<file path="config.mk">
export PLATFORM = sky130hd
export DESIGN_NAME = rs_rx_frontend
export DESIGN_NICKNAME = d
export VERILOG_FILES = /design/src/rtl/rs_rx_frontend.sv
export SDC_FILE = /design/constraint.sdc
export NUM_CORES = 1
export LEC_CHECK = 0
export ABC_CLOCK_PERIOD_IN_PS = 2600
export BUFFER_PORTS_ARGS = -buffer_cell sky130_fd_sc_hd__buf_2
export CAP_MARGIN = 0
export CORE_MARGIN = 3
export CORE_UTILIZATION = 52
export CTS_CLUSTER_DIAMETER = 120
export DETAILED_ROUTE_END_ITERATION = 7
export PLACE_DENSITY = 0.85
export REMOVE_ABC_BUFFERS = 1
export SETUP_SLACK_MARGIN = 0.5
export SLEW_MARGIN = 20
export SYNTH_ARGS = -nofsm -noshare
export SYNTH_HDL_FRONTEND = slang
export SYNTH_SLANG_ARGS = --single-unit
</file>
<file path="constraint.sdc">
create_clock -name clk -period 2.6 [get_ports clk]
set_clock_uncertainty 0.05 [all_clocks]
set_input_delay 0.13 -clock clk [delete_from_list [all_inputs] [get_ports clk]]
set_output_delay 0.13 -clock clk [all_outputs]
set_load 0.005 [all_outputs]
</file>
<file path="src/rtl/rs_rx_frontend.sv">
// rtl/rs_rx_frontend.sv - RS(15,9) receive front end: symbol assembly, Horner syndromes, decode strobe
// Collects 15 serial GF(16) symbols, holds the word and S1..S6 for the decoder.
module rs_rx_frontend #(
    parameter int N_SYM = 15,
    parameter int N_SYN = 6
) (
    input  logic                 clk,
    input  logic                 rst_n,
    input  logic                 in_valid,
    input  logic                 in_sof,
    input  logic [3:0]           in_sym,
    output logic                 in_ready,
    input  logic                 decoderBusy,
    output logic                 decodeMessage,
    output logic [4*N_SYM-1:0]   recievedWordIn,
    output logic [4*N_SYN-1:0]   syndromes,
    output logic                 word_clean,
    output logic                 frame_err
);

    typedef enum logic {COLLECT, HOLD} state_t;

    state_t               state_q, state_d;
    logic [3:0]           sym_cnt_q, sym_cnt_d;
    logic [4*N_SYM-1:0]   shift_q, shift_d;
    logic [4*N_SYN-1:0]   acc_q, acc_d;
    logic [4*N_SYM-1:0]   word_q, word_d;
    logic [4*N_SYN-1:0]   syn_q, syn_d;
    logic                 clean_q, clean_d;
    logic                 load_q, load_d;
    logic                 ready_q, ready_d;
    logic                 strobe_q, strobe_d;
    logic                 ferr_q, ferr_d;
    logic                 accept, last;
    logic [3:0]           cnt_eff, pos;

    // Multiply by alpha^j as j chained xtime steps; j is constant at each use.
    function automatic logic [3:0] mul_alpha(input logic [3:0] a, input int j);
        logic [3:0] r;
        r = a;
        for (int k = 0; k < j; k++) r = {r[2:0], 1'b0} ^ {2'b00, r[3], r[3]};
        return r;
    endfunction

    assign accept  = in_valid && ready_q;
    assign cnt_eff = in_sof ? 4'd0 : sym_cnt_q;
    assign last    = accept && (cnt_eff == 4'(N_SYM - 1));
    assign pos     = 4'(N_SYM - 1) - cnt_eff;

    always_ff @(posedge clk or negedge rst_n) begin
        if (!rst_n) state_q <= COLLECT;
        else        state_q <= state_d;
    end

    // load_q marks the first HOLD cycle, when the outputs are refreshed.
    always_comb begin
        state_d = state_q;
        case (state_q)
            COLLECT: if (last) state_d = HOLD;
            HOLD:    if (!decoderBusy && !load_q) state_d = COLLECT;
            default: state_d = COLLECT;
        endcase
    end

    always_comb begin
        strobe_d = (state_q == HOLD) && !decoderBusy && !load_q;
        ready_d  = (state_d == COLLECT);
        ferr_d   = accept && in_sof && (sym_cnt_q != 4'd0);
        load_d   = last;
    end

    always_comb begin
        sym_cnt_d = sym_cnt_q;
        shift_d   = shift_q;
        acc_d     = acc_q;
        word_d    = word_q;
        syn_d     = syn_q;
        clean_d   = clean_q;
        if (accept) begin
            sym_cnt_d = last ? 4'd0 : cnt_eff + 4'd1;
            shift_d[{pos, 2'b00} +: 4] = in_sym;
            for (int j = 0; j < N_SYN; j++)
                acc_d[4*j +: 4] = ((cnt_eff == 4'd0) ? 4'd0 : mul_alpha(acc_q[4*j +: 4], j + 1)) ^ in_sym;
        end
        if (load_q) begin
            word_d  = shift_q;
            syn_d   = acc_q;
            clean_d = (acc_q == '0);
        end
    end

    always_ff @(posedge clk or negedge rst_n) begin
        if (!rst_n) begin
            sym_cnt_q <= '0;
            shift_q   <= '0;
            acc_q     <= '0;
            word_q    <= '0;
            syn_q     <= '0;
            clean_q   <= 1'b0;
            load_q    <= 1'b0;
            ready_q   <= 1'b0;
            strobe_q  <= 1'b0;
            ferr_q    <= 1'b0;
        end else begin
            sym_cnt_q <= sym_cnt_d;
            shift_q   <= shift_d;
            acc_q     <= acc_d;
            word_q    <= word_d;
            syn_q     <= syn_d;
            clean_q   <= clean_d;
            load_q    <= load_d;
            ready_q   <= ready_d;
            strobe_q  <= strobe_d;
            ferr_q    <= ferr_d;
        end
    end

    assign in_ready       = ready_q;
    assign decodeMessage  = strobe_q;
    assign recievedWordIn = word_q;
    assign syndromes      = syn_q;
    assign word_clean     = clean_q;
    assign frame_err      = ferr_q;

endmodule

</file>
==> impl_metrics.env, run 1 <==
export IMPL_post_route_util_pct=67.3
export IMPL_status="finished clean"
export IMPL_cp_start_kind="register"
export IMPL_syn_avg_cell_area_um2=12.9
export IMPL_power_density_mw_per_mm2=742
export IMPL_grt_pass1_vias=5363
export IMPL_clock_path_buffers=2
export IMPL_cts_made_buffers=17
export IMPL_sw_frac_of_total_pct=28.4
export IMPL_synth_cell_types=53
export IMPL_via_per_inst=5.48
export IMPL_die_area_mm2=0.0165
export IMPL_final_hold_viol_count=0
export IMPL_layout_min_cycle_time_ns=2.39
export IMPL_ios=97
export IMPL_critPathBufInv=1
export IMPL_gr_usage_met3_pct=3.90
export IMPL_syn_to_final_growth_pct=26.1
export IMPL_cpPeakStageDelay_ns=0.54
export IMPL_clock_sinks=178
export IMPL_critPathSlowestCell="or4_4"
export IMPL_crit_chain="buf_6, and3_4, mux2_4, or4_4, a21oi_4, mux2_4"
export IMPL_met2_usage_pct=35.8
export IMPL_worstSetupEndpointType="register"
export IMPL_core_mm2=0.0146
export IMPL_switching_power_mw=2.07
export IMPL_synth_edf_count=0
export IMPL_die_y_um=128
export IMPL_vdd_ir_drop_max_mv=0.424
export IMPL_wl_mm=17.8
export IMPL_worstSetupPathType="register to register"
export IMPL_hp_class="input port to register"
export IMPL_final_setup_worst_slack_ns=0.209
export IMPL_grt_use_met1_pct=29.6
export IMPL_syn_cell_area_mm2=0.00779
export IMPL_h_tree_depth=4
export IMPL_drive_gt1_share_pct=49.0
export IMPL_yosysTopAreaCell="dfrtp_1"
export IMPL_clk_insertion_delay_late_ns=0.43
export IMPL_slew_headroom_pct=64.1
export IMPL_clock_power_share_pct=36.5
export IMPL_grt_pass1_wl_mm=28.4
export IMPL_fmax_ghz=0.418
export IMPL_cts_tree="done"
export IMPL_die_width_um=128
export IMPL_io_buffers=96
export IMPL_cp_data_required_time_ns=2.86
export IMPL_seq_area_frac_synth_pct=57.2
export IMPL_crit_path_max_fanout=4
export IMPL_power_leakage_nw=4.99
export IMPL_syn_inst=603
export IMPL_setup_total_negative_slack_ns=0
export IMPL_synth_area_leaders="dfrtp_1 (57%), mux2_2 (21%), xnor2_1 (2.2%), nand2_1 (1.9%), ha_1 (1.6%)"
export IMPL_combPwrFrac_pct=18.0
export IMPL_ys_ff_latch=178
export IMPL_crit_arrival_ns=2.65
export IMPL_path_common_cell="mux2_4"
export IMPL_synth_compound_area_share_pct=5.14
export IMPL_nets=755
export IMPL_initial_core_util_pct=53.4
export IMPL_antenna_found_initial=1
export IMPL_hpwl_mm=11.4
export IMPL_synth_cells_most_frequent="dfrtp_1 (178), mux2_2 (142), nand2_1 (40)"
export IMPL_worstMarginPinSlew_ns=0.535
export IMPL_intPower_mw=5.22
export IMPL_synth_most_common_cell="dfrtp_1"
export IMPL_dp_slack_ns=0.0565
export IMPL_grt_overflow_total=0
export IMPL_avgRoutedWirePerCell_um=19.1
export IMPL_ant_nets=0
export IMPL_setup_viol=0
export IMPL_core_rowCount=44
export IMPL_synthAdderAreaFrac_pct=1.61
export IMPL_cap_violations=0
export IMPL_synth_xor_area_share_pct=3.89
export IMPL_vias=5120
export IMPL_top_usage_layer="met2"
export IMPL_yosys_warnings=0
export IMPL_synthSimpleGateAreaFrac_pct=7.95
export IMPL_netlist_area_leader_share_pct=57.2
export IMPL_synthMuxAreaShare_pct=21.6
export IMPL_seqPwrFrac_pct=45.5
export IMPL_synth_ff_type="dfrtp_1"
export IMPL_place_gp_congestion=0.818
export IMPL_maxSlewViolCount=0
export IMPL_rsz0062_at_grt="yes"
export IMPL_synth_top_family_by_area="multiplexers"
export IMPL_grt_max_degree=75
export IMPL_grt_usage_pct=21.9
export IMPL_cts_clk_slew_worst_paths_ns=0.07
export IMPL_synth_async_sr_flop_share_pct=100
export IMPL_firstDrtPassIters=4
export IMPL_crit_family="simple AND/OR/NAND/NOR gates"
export IMPL_first_iter_violations=308
export IMPL_fin_total_pwr_mw=7.28
export IMPL_cts_root_buf="clkbuf_16"
export IMPL_drc_errors=0
export IMPL_period_share_pct=91.9
==> metal layers <==
metal | wire (um) | share of wire [%]
met5 | 0 | 0
met4 | 384 | 2.2
met3 | 757 | 4.2
met2 | 9060 | 51
met1 | 7640 | 43
==> worst min-delay path: stages <==
cell	delay, ns
buf_2	0.12
buf_4	0.16
nand2_1	0.06
a21oi_1	0.05
==> cells by family after synthesis <==
group           after synthesis
fa+ha+maj                    10
simple gates                121
flops                       178
buf+inv                      49
mux                         148
xor+xnor                     33
compound gates               64
==> state kept, by name (all words and copies together) (netlist names), 4 cells and up <==
| name | flops |
|---|---|
| sym_cnt_q | 4 |
| shift_q | 60 |
| recievedWordIn | 60 |
| acc_q | 24 |
| syndromes | 24 |
==> what timing repair did <==
item	CTS	global route
setup endpoints to repair	56	67
hold buffers	2	0
setup buffers	20	7
pin swaps	17	15
endpoints found under the hold margin	52	0
gates resized for setup	62	32
==> power by group through the flow <==
stage                     clock [mW]  combinational [mW]  sequential [mW]
after floorplan                    0               0.798             3.25
after global placement             0                1.03             3.33
after detailed placement           0                1.11             3.34
after CTS                       2.69                1.25             3.30
after global routing            2.83                1.43             3.34
final                           2.66                1.31             3.31
==> final timing paths <==
kind / startpoint / to / slack, ns / cells after the start
max in group asynchronous: rst_n / load_q / 1.58 / 3
worst max register to register: sym_cnt_q[1] / shift_q[28] / 0.21 / 6
worst min-delay path: in_sof / frame_err / 0.08 / 4
worst min register to register: recievedWordIn[34] / recievedWordIn[34] / 0.45 / 1
worst max-delay path: sym_cnt_q[1] / shift_q[28] / 0.21 / 6
min in group asynchronous: rst_n / shift_q[16] / 0.16 / 2
==> cell type report <==
class                           instances  area (um^2)
Fill cell                            1021         4770
Sequential cell                       178         4460
Multi-Input combinational cell        376         3510
Timing Repair Buffer                  147          937
Clock buffer                           18          439
Tap cell                              184          230
Clock inverter                         14          178
Inverter                               16         65.1
Antenna cell                            1         2.50
==> layout by cell type, fill, tap and decap left out, drive strengths merged, types with 2 or more instances in the layout <==
cell type / netlist / final
xor2: 12 / 12
o31ai: 5 / 5
xnor2: 20 / 20
or2: 2 / 2
nor2: 28 / 28
inv: 16 / 20
mux2: 147 / 147
a21oi: 10 / 10
and3: 8 / 8
dfrtp: 178 / 178
nor4b: 2 / 2
and2: 10 / 10
nand4: 5 / 5
bufinv: 0 / 3
o22ai: 5 / 5
dlygate4sd3: 0 / 2
nor3: 2 / 2
clkbuf: 27 / 18
clkinv: 0 / 6
o21ai: 26 / 26
a31oi: 5 / 5
a211oi: 3 / 3
ha: 10 / 10
nand2: 40 / 40
buf: 6 / 145
nand3: 8 / 8
nand2b: 5 / 5
nor2b: 2 / 2
nor4: 3 / 3
==> through the flow <==
stage	hold WS [ns]	instance area [um^2]	cells
2_1_floorplan	-0.216	7650	570
3_3_place_gp	0.0459	8560	872
3_5_place_dp	0.0618	8560	872
4_1_cts	0.0556	9620	926
5_1_grt	0.0815	9820	934
6_report	0.0784	9820	934
Power figures use the tool's default switching activity.
==> inputs of run 2 (changes only) <==
--- a/config.mk
+++ b/config.mk
@@ -7,13 +7,12 @@
 export LEC_CHECK = 0
 export ABC_CLOCK_PERIOD_IN_PS = 2600
 export BUFFER_PORTS_ARGS = -buffer_cell sky130_fd_sc_hd__buf_2
-export CAP_MARGIN = 0
-export CORE_MARGIN = 3
+export CAP_MARGIN = 10
+export CORE_MARGIN = 5
 export CORE_UTILIZATION = 52
 export CTS_CLUSTER_DIAMETER = 120
 export DETAILED_ROUTE_END_ITERATION = 7
 export PLACE_DENSITY = 0.85
-export REMOVE_ABC_BUFFERS = 1
 export SETUP_SLACK_MARGIN = 0.5
 export SLEW_MARGIN = 20
 export SYNTH_ARGS = -nofsm -noshare
==> impl_metrics.env, run 2 (same netlist as run 1, synthesis figures left out) <==
export IMPL_dp_slack_ns=0.163
export IMPL_wl_mm=17.8
export IMPL_setup_total_negative_slack_ns=0
export IMPL_layout_common_cells="dfrtp_1 (177), mux2_2 (113), buf_2 (95)"
export IMPL_power_density_mw_per_mm2=729
export IMPL_h_tree_depth=4
export IMPL_final_setup_worst_slack_ns=0.243
export IMPL_final_hold_viol_count=0
export IMPL_initial_core_util_pct=53.4
export IMPL_layout_min_cycle_time_ns=2.36
export IMPL_setup_viol=0
export IMPL_synth_nets=622
export IMPL_grt_max_degree=79
export IMPL_hp_class="input port to register"
export IMPL_io_buffers=96
export IMPL_cts_made_buffers=17
export IMPL_vdd_ir_drop_max_mv=0.489
export IMPL_final_area_mm2=0.00960
export IMPL_drc_errors=0
export IMPL_post_route_util_pct=65.8
export IMPL_vias=5098
export IMPL_place_area_mm2=0.00863
export IMPL_clock_sinks=178
export IMPL_die_y_um=132
export IMPL_fmax_ghz=0.424
export IMPL_antenna_found_initial=1
export IMPL_grt_overflow_total=0
export IMPL_cap_violations=0
export IMPL_ios=97
export IMPL_status="finished clean"
export IMPL_crit_arrival_ns=2.62
export IMPL_fin_total_pwr_mw=6.99
export IMPL_maxSlewViolCount=0
export IMPL_worstSetupPathType="register to register"
export IMPL_slew_headroom_pct=51.9
export IMPL_grt_pass1_wl_mm=28.9
export IMPL_period_share_pct=90.7
export IMPL_first_iter_violations=278
export IMPL_grt_pass1_vias=5469
export IMPL_hpwl_mm=11.6
export IMPL_final_fill_count=1016
export IMPL_worstSetupEndpointType="register"
export IMPL_cts_tree="done"
export IMPL_firstDrtPassIters=4
export IMPL_rsz0062_at_grt="yes"
export IMPL_grt_usage_pct=20.3
export IMPL_clock_path_buffers=2
export IMPL_nets=738
export IMPL_diodes=0
export IMPL_core_mm2=0.0146
export IMPL_cp_start_kind="register"
export IMPL_crit_path_max_fanout=5
export IMPL_power_leakage_nw=4.85
export IMPL_via_per_inst=5.57
export IMPL_place_gp_congestion=0.867
export IMPL_clk_insertion_delay_late_ns=0.43
export IMPL_die_area_mm2=0.0175
export IMPL_cts_root_buf="clkbuf_16"
export IMPL_avgRoutedWirePerCell_um=19.4
export IMPL_die_width_um=132
export IMPL_final_common_cell="dfrtp_1"
export IMPL_cp_data_required_time_ns=2.86
export IMPL_drive_gt1_share_pct=46.4
export IMPL_cts_clk_slew_worst_paths_ns=0.06
export IMPL_core_rowCount=44
export IMPL_ant_nets=0
export IMPL_worstMarginPinSlew_ns=0.722
export IMPL_syn_to_final_growth_pct=23.2
[run 2: changes by cell type in the layout (fill, tap and decap cells not counted), moves of 3 or more]
cell,delta
buf_4,-18
mux2_2,+6
mux2_4,-6
clkinvlp_4,+4
clkinv_4,-3
[run 2: timing repair]
action / in CTS / in global routing
buffers inserted: 17 / 2
endpoints found under the hold margin: 78 / 0
cloned: 0 / 0
resized for setup: 41 / 10
pin swaps: 17 / 7
setup endpoints to repair: 56 / 58
hold buffers: 3 / 0
[run 2: power by group]
part           internal (mW)  switching, mW  leakage [nW]
Combinational          0.610          0.628          2.18
Sequential              3.01          0.302          2.41
Clock                   1.37           1.07         0.262
Total                   4.99           2.00          4.85
[run 2: worst max-delay path, stage by stage, from the launching register on]
cell and delay, ns:
dfrtp_1 0.43, nand2b_4 0.13, inv_4 0.06, ha_4 0.19, xnor2_2 0.18, or4_4 0.60, a21oi_4 0.27, mux2_4 0.33
[run 2: worst paths after layout]
path | slack (ns) | start | to | depth (start not counted)
max | 0.24 | sym_cnt_q[1] | shift_q[30] | 7
min | 0.12 | in_sym[2] | acc_q[14] | 2
max reg2reg | 0.24 | sym_cnt_q[1] | shift_q[30] | 7
min reg2reg | 0.45 | recievedWordIn[28] | recievedWordIn[28] | 1
max in group asynchronous | 1.48 | rst_n | load_q | 3
min in group asynchronous | 0.24 | rst_n | recievedWordIn[1] | 2
[run 2: per-stage QoR]
stage | std cells | hold WS (ns)
after global placement | 862 | 0.154
after floorplan | 603 | -0.216
final | 916 | 0.122
after global routing | 916 | 0.132
after CTS | 914 | 0.107
after detailed placement | 862 | 0.167
[run 2: area by class of cell]
| type | count | area (um^2) | area share [%] |
|---|---|---|---|
| clock buffers | 21 | 460 | 4.80 |
| clock inverters | 11 | 104 | 1.08 |
| inverters | 16 | 65.1 | 0.678 |
| multi-input cells | 376 | 3460 | 36.0 |
| flip-flops and latches | 178 | 4460 | 46.5 |
| well taps | 184 | 230 | 2.40 |
| repair buffers | 130 | 821 | 8.55 |
[run 2: routing by layer]
metal	track usage, %	wire, um	part of all wire [%]	vias to the layer above
li1	-	-	-	2329
met1	26.8	7540	42	2605
met2	33.1	8960	51	135
met3	4.85	908	5.1	27
met4	7.13	327	1.8	2
met5	0	14	0.079	-
==> inputs of run 3 (changes only) <==
==> constraint.sdc (replaced) <==
create_clock -name clk -period 2.6 [get_ports clk]
set_clock_uncertainty 0.05 [all_clocks]
set_input_delay 0.26 -clock clk [delete_from_list [all_inputs] [get_ports clk]]
set_output_delay 0.26 -clock clk [all_outputs]
set_load 0.005 [all_outputs]
==> impl_metrics.env, run 3 (same netlist as run 1, synthesis figures left out) <==
export IMPL_status="finished clean"
export IMPL_ff2ff_setup_slack_ns=0.19
export IMPL_power_leakage_nw=4.95
export IMPL_grt_overflow_total=0
export IMPL_io_buffers=96
export IMPL_worstSetupPathType="register to register"
export IMPL_die_y_um=132
export IMPL_setup_viol=0
export IMPL_grt_max_degree=67
export IMPL_r2r_cells=8
export IMPL_core_mm2=0.0146
export IMPL_final_common_cell="dfrtp_1"
export IMPL_ant_nets=0
export IMPL_cp_start_kind="register"
export IMPL_cap_violations=0
export IMPL_worst_hold_slack_ns=0.229
export IMPL_period_share_pct=92.8
export IMPL_vdd_ir_drop_max_mv=0.540
export IMPL_crit_path_max_fanout=5
export IMPL_drc_errors=0
export IMPL_hp_class="input port to register"
export IMPL_first_iter_violations=322
export IMPL_critPathSlowestCell="or4_4"
export IMPL_fin_total_pwr_mw=7.46
export IMPL_clock_sinks=178
export IMPL_wl_met3_mm=1.09
export IMPL_reg2reg_from="sym_cnt_q[1]"
export IMPL_place_gp_congestion=0.885
export IMPL_crit_arrival_ns=2.69
export IMPL_setup_total_negative_slack_ns=0
export IMPL_post_route_util_pct=66.6
export IMPL_die_width_um=132
export IMPL_rsz0062_at_grt="yes"
export IMPL_reg2reg_to="shift_q[29]"
export IMPL_path_depth=8
export IMPL_grt_pass1_wl_mm=29.5
export IMPL_cts_tree="done"
export IMPL_h_tree_depth=4
export IMPL_antenna_found_initial=1
export IMPL_syn_to_final_growth_pct=24.8
export IMPL_stdcell_count=923
export IMPL_routedLengthMet1_mm=7.36
export IMPL_critPathBufInv=1
export IMPL_highest_layer="met5"
export IMPL_place_inst=864
export IMPL_maxSlewViolCount=0
export IMPL_diodes=0
export IMPL_avgRoutedWirePerCell_um=19.3
export IMPL_grt_pass1_vias=5578
export IMPL_clk_insertion_delay_late_ns=0.44
export IMPL_clock_path_buffers=2
export IMPL_layout_min_cycle_time_ns=2.41
export IMPL_hpwl_mm=11.7
export IMPL_layout_common_cells="dfrtp_1 (177), mux2_2 (118), buf_2 (95)"
export IMPL_final_area_mm2=0.00972
export IMPL_final_hold_viol_count=0
export IMPL_core_rowCount=44
export IMPL_fmax_ghz=0.414
export IMPL_via_per_inst=5.60
export IMPL_power_density_mw_per_mm2=768
export IMPL_drive_gt1_share_pct=47.4
export IMPL_crit_family="simple AND/OR/NAND/NOR gates"
export IMPL_place_area_mm2=0.00862
export IMPL_vias=5167
export IMPL_dp_slack_ns=0.142
export IMPL_grt_usage_pct=20.6
export IMPL_critPathCapture="shift_q[29]"
export IMPL_cts_clk_slew_worst_paths_ns=0.07
export IMPL_die_area_mm2=0.0175
export IMPL_nets=745
export IMPL_worstMarginPinSlew_ns=0.629
export IMPL_wl_mm=17.9
export IMPL_crit_start="sym_cnt_q[1]"
export IMPL_cp_data_required_time_ns=2.87
export IMPL_cts_root_buf="clkbuf_16"
export IMPL_ios=97
export IMPL_cts_made_buffers=17
export IMPL_firstDrtPassIters=4
export IMPL_route_met2_wl_mm=8.84
export IMPL_final_setup_worst_slack_ns=0.187
export IMPL_cpPeakStageDelay_ns=0.56
export IMPL_slew_headroom_pct=58.0
export IMPL_initial_core_util_pct=53.4
export IMPL_worstSetupEndpointType="register"
export IMPL_synth_nets=622
export IMPL_crit_chain="nand2b_4, inv_4, ha_4, and2_4, a32oi_4, or4_4, a21oi_4, mux2_4"
-- run 3: layout make-up --
cell class,count,area [um^2]
Inverter,16,65.1
Timing Repair Buffer,137,847
Multi-Input combinational cell,376,3440
Sequential cell,178,4460
Tap cell,184,230
Fill cell,1012,4870
Clock buffer,18,429
Clock inverter,14,250
-- run 3: how the worst min path moves through the flow --
stage	from	endpoint	slack (ns)	cells after the start
after floorplan	rst_n	acc_q[0]	-0.09	0
after global placement	rst_n	recievedWordIn[2]	0.22	1
after detailed placement	rst_n	recievedWordIn[2]	0.24	1
after CTS	in_sof	frame_err	0.19	4
after global routing	in_sof	frame_err	0.22	4
final	in_sof	frame_err	0.23	4
-- run 3: tightest hold or removal path: cells and delay by family --
| family | cells | cell delay, ns |
|---|---|---|
| AO/OA/AOI/OAI | 1 | 0.06 |
| buffers and inverters | 2 | 0.28 |
| AND/OR/NAND/NOR | 1 | 0.06 |
-- run 3: where the power goes --
group | total [mW] | switching [mW] | internal [mW]
Combinational | 1.23 | 0.618 | 0.612
Clock | 2.92 | 1.10 | 1.82
Sequential | 3.31 | 0.297 | 3.01
-- run 3: layer usage --
layer	vias up	track usage (%)
met4	2	7.64
met1	2595	26.9
li1	2356	-
met5	-	0
met3	44	5.34
met2	170	33.4
-- run 3: repair_timing --
action                                  CTS  global route
setup buffers                            19             6
endpoints found under the setup margin   56            60
hold endpoints to repair                 64             0
cloned                                    0             0
hold buffers                              2             0
pin swaps                                14            13
gates resized for setup                  22            21
